`config.mk`:
```
export PLATFORM = sky130hd
export DESIGN_NAME = sl_host_arbiter
export DESIGN_NICKNAME = d
export VERILOG_FILES = /design/src/rtl/sl_host_arbiter.sv
export SDC_FILE = /design/constraint.sdc
export NUM_CORES = 1
export LEC_CHECK = 0
export BUFFER_PORTS_ARGS = -buffer_cell sky130_fd_sc_hd__buf_2
export CAP_MARGIN = 10
export CORE_AREA = 2 2 160 162
export DETAILED_ROUTE_END_ITERATION = 7
export DIE_AREA = 0 0 162 164
export PLACE_DENSITY = 0.48
export SETUP_SLACK_MARGIN = 0.5
export SYNTH_ARGS = -nofsm -noshare
export SYNTH_HDL_FRONTEND = slang
export SYNTH_SLANG_ARGS = --single-unit
```
`constraint.sdc`:
```
create_clock -name clk -period 6.5 [get_ports clk]
set_input_delay 1.3 -clock clk [delete_from_list [all_inputs] [get_ports clk]]
set_output_delay 1.3 -clock clk [all_outputs]
set_load 0.01 [all_outputs]
```
`src/rtl/sl_host_arbiter.sv`:
```
// sl_host_arbiter
//   Shares the single host port of a fixed-latency interconnect tree among
//   N_HOST requesters. A round-robin arbiter with a per-owner burst limit
//   picks at most one request per cycle and forwards it registered to the
//   interconnect. Because every response returns exactly LATENCY cycles after
//   its request, the issuer is tracked by a tag shift pipe instead of an ID
//   carried through the tree.
//
// Ports
//   clk, rst_n      : clock (rising edge), asynchronous active-low reset
//   arb_en          : 1 = new grants allowed, 0 = drain in-flight work only
//   err_clr         : synchronous clear of res_err (a same-cycle set wins)
//   h_req_valid     : per-host request valid
//   h_req_read      : per-host "request expects a response" flag
//   h_req_payload   : host i at [i*PAYLOAD_W +: PAYLOAD_W], opaque payload
//   h_req_ready     : one-hot-or-zero grant, combinational
//   h_res_valid     : one-hot-or-zero response strobe, combinational
//   h_res_data      : response data broadcast to all hosts
//   ic_req_*        : registered request towards the interconnect
//   ic_res_*        : response from the interconnect
//   res_err         : sticky flag for a response/tag mismatch
//   idle            : nothing issued this cycle and nothing outstanding
module sl_host_arbiter #(
    parameter int N_HOST    = 4,
    parameter int PAYLOAD_W = 64,
    parameter int RDATA_W   = 32,
    parameter int LATENCY   = 8,
    parameter int MAX_BURST = 4
) (
    input  logic                        clk,
    input  logic                        rst_n,
    input  logic                        arb_en,
    input  logic                        err_clr,
    input  logic [N_HOST-1:0]           h_req_valid,
    input  logic [N_HOST-1:0]           h_req_read,
    input  logic [N_HOST*PAYLOAD_W-1:0] h_req_payload,
    output logic [N_HOST-1:0]           h_req_ready,
    output logic [N_HOST-1:0]           h_res_valid,
    output logic [RDATA_W-1:0]          h_res_data,
    output logic                        ic_req_valid,
    output logic                        ic_req_read,
    output logic [PAYLOAD_W-1:0]        ic_req_payload,
    input  logic                        ic_res_valid,
    input  logic [RDATA_W-1:0]          ic_res_data,
    output logic                        res_err,
    output logic                        idle
);

    localparam int ID_W = $clog2(N_HOST);
    localparam int BC_W = $clog2(MAX_BURST + 1);
    localparam logic [BC_W-1:0] MAX_BC = BC_W'(MAX_BURST);

    typedef struct packed {
        logic            vld;
        logic            rd;
        logic [ID_W-1:0] id;
    } tag_t;

    logic [ID_W-1:0]      owner_q, owner_d;
    logic                 owner_vld_q, owner_vld_d;
    logic [BC_W-1:0]      burst_q, burst_d;
    logic                 ic_vld_q, ic_vld_d;
    logic                 ic_rd_q, ic_rd_d;
    logic [PAYLOAD_W-1:0] ic_pay_q, ic_pay_d;
    logic [ID_W-1:0]      issue_id_q, issue_id_d;
    logic                 err_q, err_d;
    tag_t                 tag_q [1:LATENCY];

    logic            hold;
    logic            rr_found;
    logic [ID_W-1:0] rr_id;
    logic [ID_W-1:0] rr_cand;
    logic            grant_vld;
    logic [ID_W-1:0] grant_id;
    tag_t            rsp_tag;
    logic            rd_due;
    logic            pipe_busy;

    // ------------------------------------------------------------------
    // Arbitration: keep the current owner while it still requests and has
    // burst budget left, otherwise scan upward from owner+1 with wrap so the
    // old owner is only re-picked when it is the sole requester.
    // ------------------------------------------------------------------
    always_comb begin
        // NOTE: every combinational output gets a default before any branch,
        // so no path leaves a value unassigned and no latch is inferred.
        rr_found = 1'b0;
        rr_id    = owner_q;
        rr_cand  = '0;
        for (int k = 1; k <= N_HOST; k++) begin
            rr_cand = ID_W'((int'(owner_q) + k) % N_HOST);
            if (!rr_found && h_req_valid[rr_cand]) begin
                rr_found = 1'b1;
                rr_id    = rr_cand;
            end
        end

        hold      = owner_vld_q && h_req_valid[owner_q] && (burst_q < MAX_BC);
        grant_vld = arb_en && (hold || rr_found);
        grant_id  = hold ? owner_q : rr_id;

        h_req_ready = '0;
        if (grant_vld) h_req_ready = N_HOST'(1) << grant_id;
    end

    // Next state. With arb_en low the owner and burst count are frozen so a
    // burst resumes where it stopped.
    always_comb begin
        owner_d     = owner_q;
        owner_vld_d = owner_vld_q;
        burst_d     = burst_q;
        ic_vld_d    = 1'b0;
        ic_rd_d     = ic_rd_q;
        ic_pay_d    = ic_pay_q;
        issue_id_d  = issue_id_q;

        if (arb_en) begin
            if (hold) begin
                burst_d = burst_q + BC_W'(1);
            end else if (rr_found) begin
                owner_d     = rr_id;
                owner_vld_d = 1'b1;
                burst_d     = BC_W'(1);
            end else begin
                burst_d = '0;
            end
        end

        if (grant_vld) begin
            ic_vld_d   = 1'b1;
            ic_rd_d    = h_req_read[grant_id];
            ic_pay_d   = h_req_payload[grant_id*PAYLOAD_W +: PAYLOAD_W];
            issue_id_d = grant_id;
        end
    end

    // ------------------------------------------------------------------
    // Response stage: the tag issued with ic_req_valid in cycle c reaches
    // the last pipe stage in cycle c+LATENCY, exactly when its response is
    // due. Any disagreement between "read due" and ic_res_valid is an error.
    // ------------------------------------------------------------------
    always_comb begin
        rsp_tag     = tag_q[LATENCY];
        rd_due      = rsp_tag.vld & rsp_tag.rd;
        h_res_valid = '0;
        h_res_data  = '0;
        if (rd_due && ic_res_valid) begin
            h_res_valid = N_HOST'(1) << rsp_tag.id;
            h_res_data  = ic_res_data;
        end
        err_d = (rd_due ^ ic_res_valid) | (err_q & ~err_clr);

        pipe_busy = 1'b0;
        for (int k = 1; k <= LATENCY; k++) pipe_busy = pipe_busy | tag_q[k].vld;
        idle = ~ic_vld_q & ~pipe_busy;
    end

    // NOTE: state is updated with non-blocking assignments only, so every
    // register samples the pre-edge value of its neighbours.
    always_ff @(posedge clk or negedge rst_n) begin
        if (!rst_n) begin
            owner_q     <= ID_W'(N_HOST - 1);
            owner_vld_q <= 1'b0;
            burst_q     <= '0;
            ic_vld_q    <= 1'b0;
            ic_rd_q     <= 1'b0;
            ic_pay_q    <= '0;
            issue_id_q  <= '0;
            err_q       <= 1'b0;
        end else begin
            owner_q     <= owner_d;
            owner_vld_q <= owner_vld_d;
            burst_q     <= burst_d;
            ic_vld_q    <= ic_vld_d;
            ic_rd_q     <= ic_rd_d;
            ic_pay_q    <= ic_pay_d;
            issue_id_q  <= issue_id_d;
            err_q       <= err_d;
        end
    end

    // NOTE: the tag pipe is reset despite being a register array, because a
    // stale valid tag after reset would route a phantom response and hold
    // idle low.
    always_ff @(posedge clk or negedge rst_n) begin
        if (!rst_n) begin
            for (int k = 1; k <= LATENCY; k++) tag_q[k] <= '0;
        end else begin
            tag_q[1] <= '{vld: ic_vld_q, rd: ic_rd_q, id: issue_id_q};
            for (int k = 2; k <= LATENCY; k++) tag_q[k] <= tag_q[k-1];
        end
    end

    assign ic_req_valid   = ic_vld_q;
    assign ic_req_read    = ic_rd_q;
    assign ic_req_payload = ic_pay_q;
    assign res_err        = err_q;

endmodule

```
---- Word-level counts from Yosys, hierarchy flattened ----
Index checks and enable logic that the tools add are counted.
word-level totals
  bits in registers ....................... 107
  logic and storage cells ................. 102
  input bits .............................. 301
cells by class
  shift operators ......................... 3
  multiplexer cells ....................... 27
  add/sub/neg operators ................... 5
  magnitude comparators ................... 7
  bitwise operators ....................... 16
  reductions and logical operators ........ 12
operator list
  kind                   number
  $shiftx A256 B9 Y64    1
  $mux W32               1
  $lt A2 B3 Y1 const B   6
  $bmux W1 S2            6
  $mux W1                12
  $mux W2                5
  $mux W4                2
  $or A1 B1 Y1           8
  $shl A1 B2 Y4 const A  2
  $logic_and A1 B1 Y1    7
  $add A2 B1 Y2 const B  2
  $add A2 B2 Y2 const B  2
  $not A1 Y1             4
  $add A3 B1 Y3 const B  1
  $and A1 B1 Y1          3
  $logic_not A1 Y1       3
  $lt A3 B3 Y1 const B   1
  $mux W3                1
  $reduce_and A3 Y1      1
  $logic_or A1 B1 Y1     1
  $xor A1 B1 Y1          1

---- Logic depth before layout (Yosys ltp) ----
  depth in word-level cells ............... 16
  gate-level depth with buffers ........... 9

---- Worst setup path after synthesis ----
No wires, ideal clock.
  path type ............................... input -> output
  start ................................... in h_req_valid[3]
  end ..................................... out h_req_ready[3]
  data required time ...................... 5.200 ns
  stages .................................. 7
  data arrival time ....................... 2.754 ns
  path slack .............................. 2.446 ns
  cells stage by stage .................... buf_6 > or2_2 > a21oi_2 > nor3_1 > a2bb2oi_2 > buf_2 > nor4_1
on the way
  cells in the longest elaborated chain, start to end .. 15
  elaborated cells between the ends (all ways) .. 31
  those cells by class .................... shift: 1; mux: 20; reduce/logical: 10
RTL lines
  item                                                  line     text
  from (decl)                                           34       input logic [N_HOST-1:0] h_req_valid,
  $bmux W1 S2                                           92       if (!rr_found && h_req_valid[rr_cand]) begin
  $mux W1 (implied by the code)                         92
  $mux W1                                               92
  $logic_not A1 Y1                                      92
  $logic_and A1 B1 Y1                                   92
  $mux W1                                               92
  $logic_not A1 Y1                                      92
  $logic_and A1 B1 Y1                                   92
  $mux W1                                               92
  $logic_not A1 Y1                                      92
  $logic_and A1 B1 Y1                                   92
  $mux W2 or $mux W1 (tied branches)                    92
  $mux W2 or $logic_or A1 B1 Y1 (tied branches)         100, 99
  $shl A1 B2 Y4 or $logic_and A1 B1 Y1 (tied branches)  103, 99
  $mux W4 *                                             103      if (grant_vld) h_req_ready = N_HOST'(1) << grant_id;
  to (decl)                                             37       output logic [N_HOST-1:0] h_req_ready,
Every way passes the cells marked *; elsewhere a longest branch is shown, timed or not. The select of a mux whose other input is x is not followed.

---- Worst setup path in the final report ----
  start ................................... in h_req_valid[0]
  end ..................................... out h_req_ready[3]
The elaborated chain is that of the path after synthesis.

==> results.md <==
- Final Hold Viols: 0
- R2R depth: 7
- RSZ-0062 raised after global routing: false
- Post-synthesis cell type count: 40
- Ranking of synthesized cells by area: dfrtp_1 (46%), mux4_2 (25%), mux2_2 (13%)
- Syn Inst Count: 368
- Synth Area in Adders: 0.435%
- Residual DRC count: 0
- Die width: 162 um
- CTS HTree Levels: 3
- Worst-path clk slew: 80 ps
- Layout cell share with drive strength beyond 1: 75.0%
- Pre-antenna DRT Iters: 4
- Clk Tree Root Cell: clkbuf_16
- Crit Path Category: in -> out
- DR WL/cell: 16.8 um
- Post-route design area: 8400 sq um
- CTS tree: yes
- Largest net degree at the start of global routing: 67
- Clock Tree Buf Depth: 2
- Post-synthesis sequential area ratio: 46.6%
- Share of the synthesized area in the top cell type: 45.7%
- Drt via density: 4.39
- Area after DPL: 8110 sq um
- Worst Skew: 5.02 ps
- Total I/O pin count: 409
- Fill cell count: 2,545
- Critical Path, Cell by Cell: buf_2 -> or3b_1 -> a21oi_2 -> nor3_1 -> a2bb2oi_4 -> buf_4 -> nor4_1 -> buf_2
- Post-synthesis simple-gate area fraction: 7.81%
- Post-CTS Setup Bufs: 0
- Part of the cycle the worst path needs: 67.9%
- WL final: 18.5 mm
- Leading cell type in the layout, fill and taps excluded: buf_2
- Post-synthesis xor/xnor area fraction: 0%
- Total gr overflow: 0
- Post-route ant nets: 0
- Die Area: 26,600 sq um
- Port-buffer cells: 408
- CP Launch Point: h_req_valid[0]
- Synth Area per Inst: 15.6 sq um
- Worst slew pin tran: 927 ps
- CP max-delay cell: or3b_1
- RR Endpoint: ic_req_payload[19]
- Final setup fails: 0
- CP endpoint kind: output port
- Post-synth EDFFs: 0
- Synth area leader: dfrtp_1
- Main combinational cell family by area after synthesis: multiplexers
- Total track usage: 13.5%
- Max-cap viol count: 0
- Crit path launch type: input pin
- Crit path largest cell delay: 410 ps
- Global placer's final weighted congestion: 0.772
- Synth async-reset ratio: 100%
- Outcome: completed
- Initial antenna violation count: 4
- Setup_tns: 0 ps
- Crit path required time: 5200 ps
- Via count: 4,846
- R2R setup slack: 3510 ps
- Tmin final: 4410 ps
- Vias in the first global route: 4,984
- Mux contribution to synthesized area: 39.7%
- VDD IR max: 0.267 mV
- R2R Path Start: owner_q[0]
- Synth Register Bits: 107
- Post-Syn Nets: 671
- Clock Latency Late Sink: 350 ps
- Most used cell, CP: buf_2
- Die height: 164 um
- Total of warnings raised by yosys: 0
- Post-Syn Area: 5750 sq um
- Cts bufs inserted: 9
- Largest fanout on the critical path: 36
- Final Max Slew Viols: 0
- Core area: 24,800 sq um
- PwrDens: 422 nW/um^2
- Starting DRC count in detailed routing: 166
- Initial Util: 23.2%
- Nets: 1,069
- Rows: 58
- First-pass GRT wire length: 27.2 mm
- Worst setup endpoint: h_req_ready[3]
- Synth Flop Type: dfrtp_1
- Fmax: 227 MHz
- Layout area overhead: 46.1%
- Clock sinks: 107
- Crit path arrival time: 3110 ps
- Synth Area in Compound Gates: 2.02%
- Cts hold-fix bufs: 0
- Hold Path Class: reg -> reg
- # resized after CTS: 0
- Dpl hpwl: 14.6 mm
- Slew HR: 38.2%
- Most frequent cells in the layout: buf_2 (407), dfrtp_1 (105), mux2_2 (68)
- Leak Pwr: 4.08 nW
-- kinds of logic (layout without fill, tap and decap cells) --
| group | count (synthesis) | in the layout |
|---|---|---|
| AOI/OAI and AO/OA | 15 | 15 |
| DFF | 107 | 107 |
| adders and majority gates | 2 | 2 |
| other | 0 | 3 |
| muxes | 138 | 138 |
| buffers and inverters | 33 | 436 |
| and+or+nand+nor | 73 | 73 |
-- where the power goes --
group | total (W) | internal (W) | switching (W)
combinational | 0.00188 | 0.00104 | 0.000836
sequential | 0.00113 | 0.000979 | 0.000147
clock | 0.000540 | 0.000267 | 0.000273
total | 0.00355 | 0.00229 | 0.00126
-- how the worst min path moves through the flow --
stage,from,end,slack [ps],depth (start not counted)
after floorplan,tag_q[4],rsp_tag[0],330,0
after global placement,tag_q[17],tag_q[13],330,0
after detailed placement,tag_q[17],tag_q[13],330,0
after CTS,tag_q[13],tag_q[9],350,0
after global routing,tag_q[20],tag_q[16],360,0
final,tag_q[24],tag_q[20],350,0
-- cell type report --
| type | instances | area, sq um | share of cell area (%) |
|---|---|---|---|
| inverters | 5 | 20.0 | 0.238 |
| clock buffers | 9 | 225 | 2.68 |
| well taps | 330 | 413 | 4.92 |
| flip-flops and latches | 107 | 2680 | 31.9 |
| repair buffers | 415 | 2100 | 25.0 |
| diodes | 3 | 7.51 | 0.0894 |
| multi-input cells | 228 | 2900 | 34.5 |
| clock inverters | 7 | 58.8 | 0.700 |
-- worst max-delay path: cells and delay by family --
| family | cells | cell delay [ps] |
|---|---|---|
| buffers and inverters | 3 | 600 |
| AND/OR/NAND/NOR | 3 | 850 |
| AO/OA/AOI/OAI | 2 | 360 |
-- layer usage --
metal | vias to the layer above | GRT usage (%) | routed length (um)
met5 | - | 0 | 11
li1 | 2213 | - | -
met2 | 217 | 24.5 | 9580
met4 | 2 | 3.82 | 327
met1 | 2396 | 15.5 | 7150
met3 | 18 | 3.89 | 1440
-- registers in the layout, summed over array words and instances (netlist names) --
register and flops:
ic_req_payload 64, owner_q 2, res_err 1, tag_q 28
ic_req_valid 1, owner_vld_q 1, burst_q 3, rsp_tag 4
issue_id_q 2, ic_req_read 1
-- synth_stat cells, types with 2 or more instances --
cell type	number
nor3_1	3
inv_1	5
dfstp_2	2
mux2i_1	4
nand3_1	4
nor3b_1	2
mux2_2	68
nor2_1	3
or2_2	2
nand2b_1	4
and3_1	3
nand2_1	8
mux4_2	65
ha_1	2
o21ai_0	3
nor4_1	3
clkbuf_1	11
buf_2	12
and2_1	33
a31o_2	2
buf_6	3
dfrtp_1	105
buf_12	2
o31ai_1	2
a21o_1	2
-- per-stage QoR --
stage	util [%]	hold WS, ps	setup WS, ps	std cells	total power [W]
final	33.8	349	2090	1104	0.00355
after CTS	33.8	351	2060	1101	0.00364
after floorplan	-	331	2450	368	0.00250
after global placement	32.7	333	2070	1085	0.00307
after detailed placement	32.7	335	2070	1085	0.00307
after global routing	33.8	359	1980	1102	0.00382
Note: power is estimated with default switching activity, not from simulation.
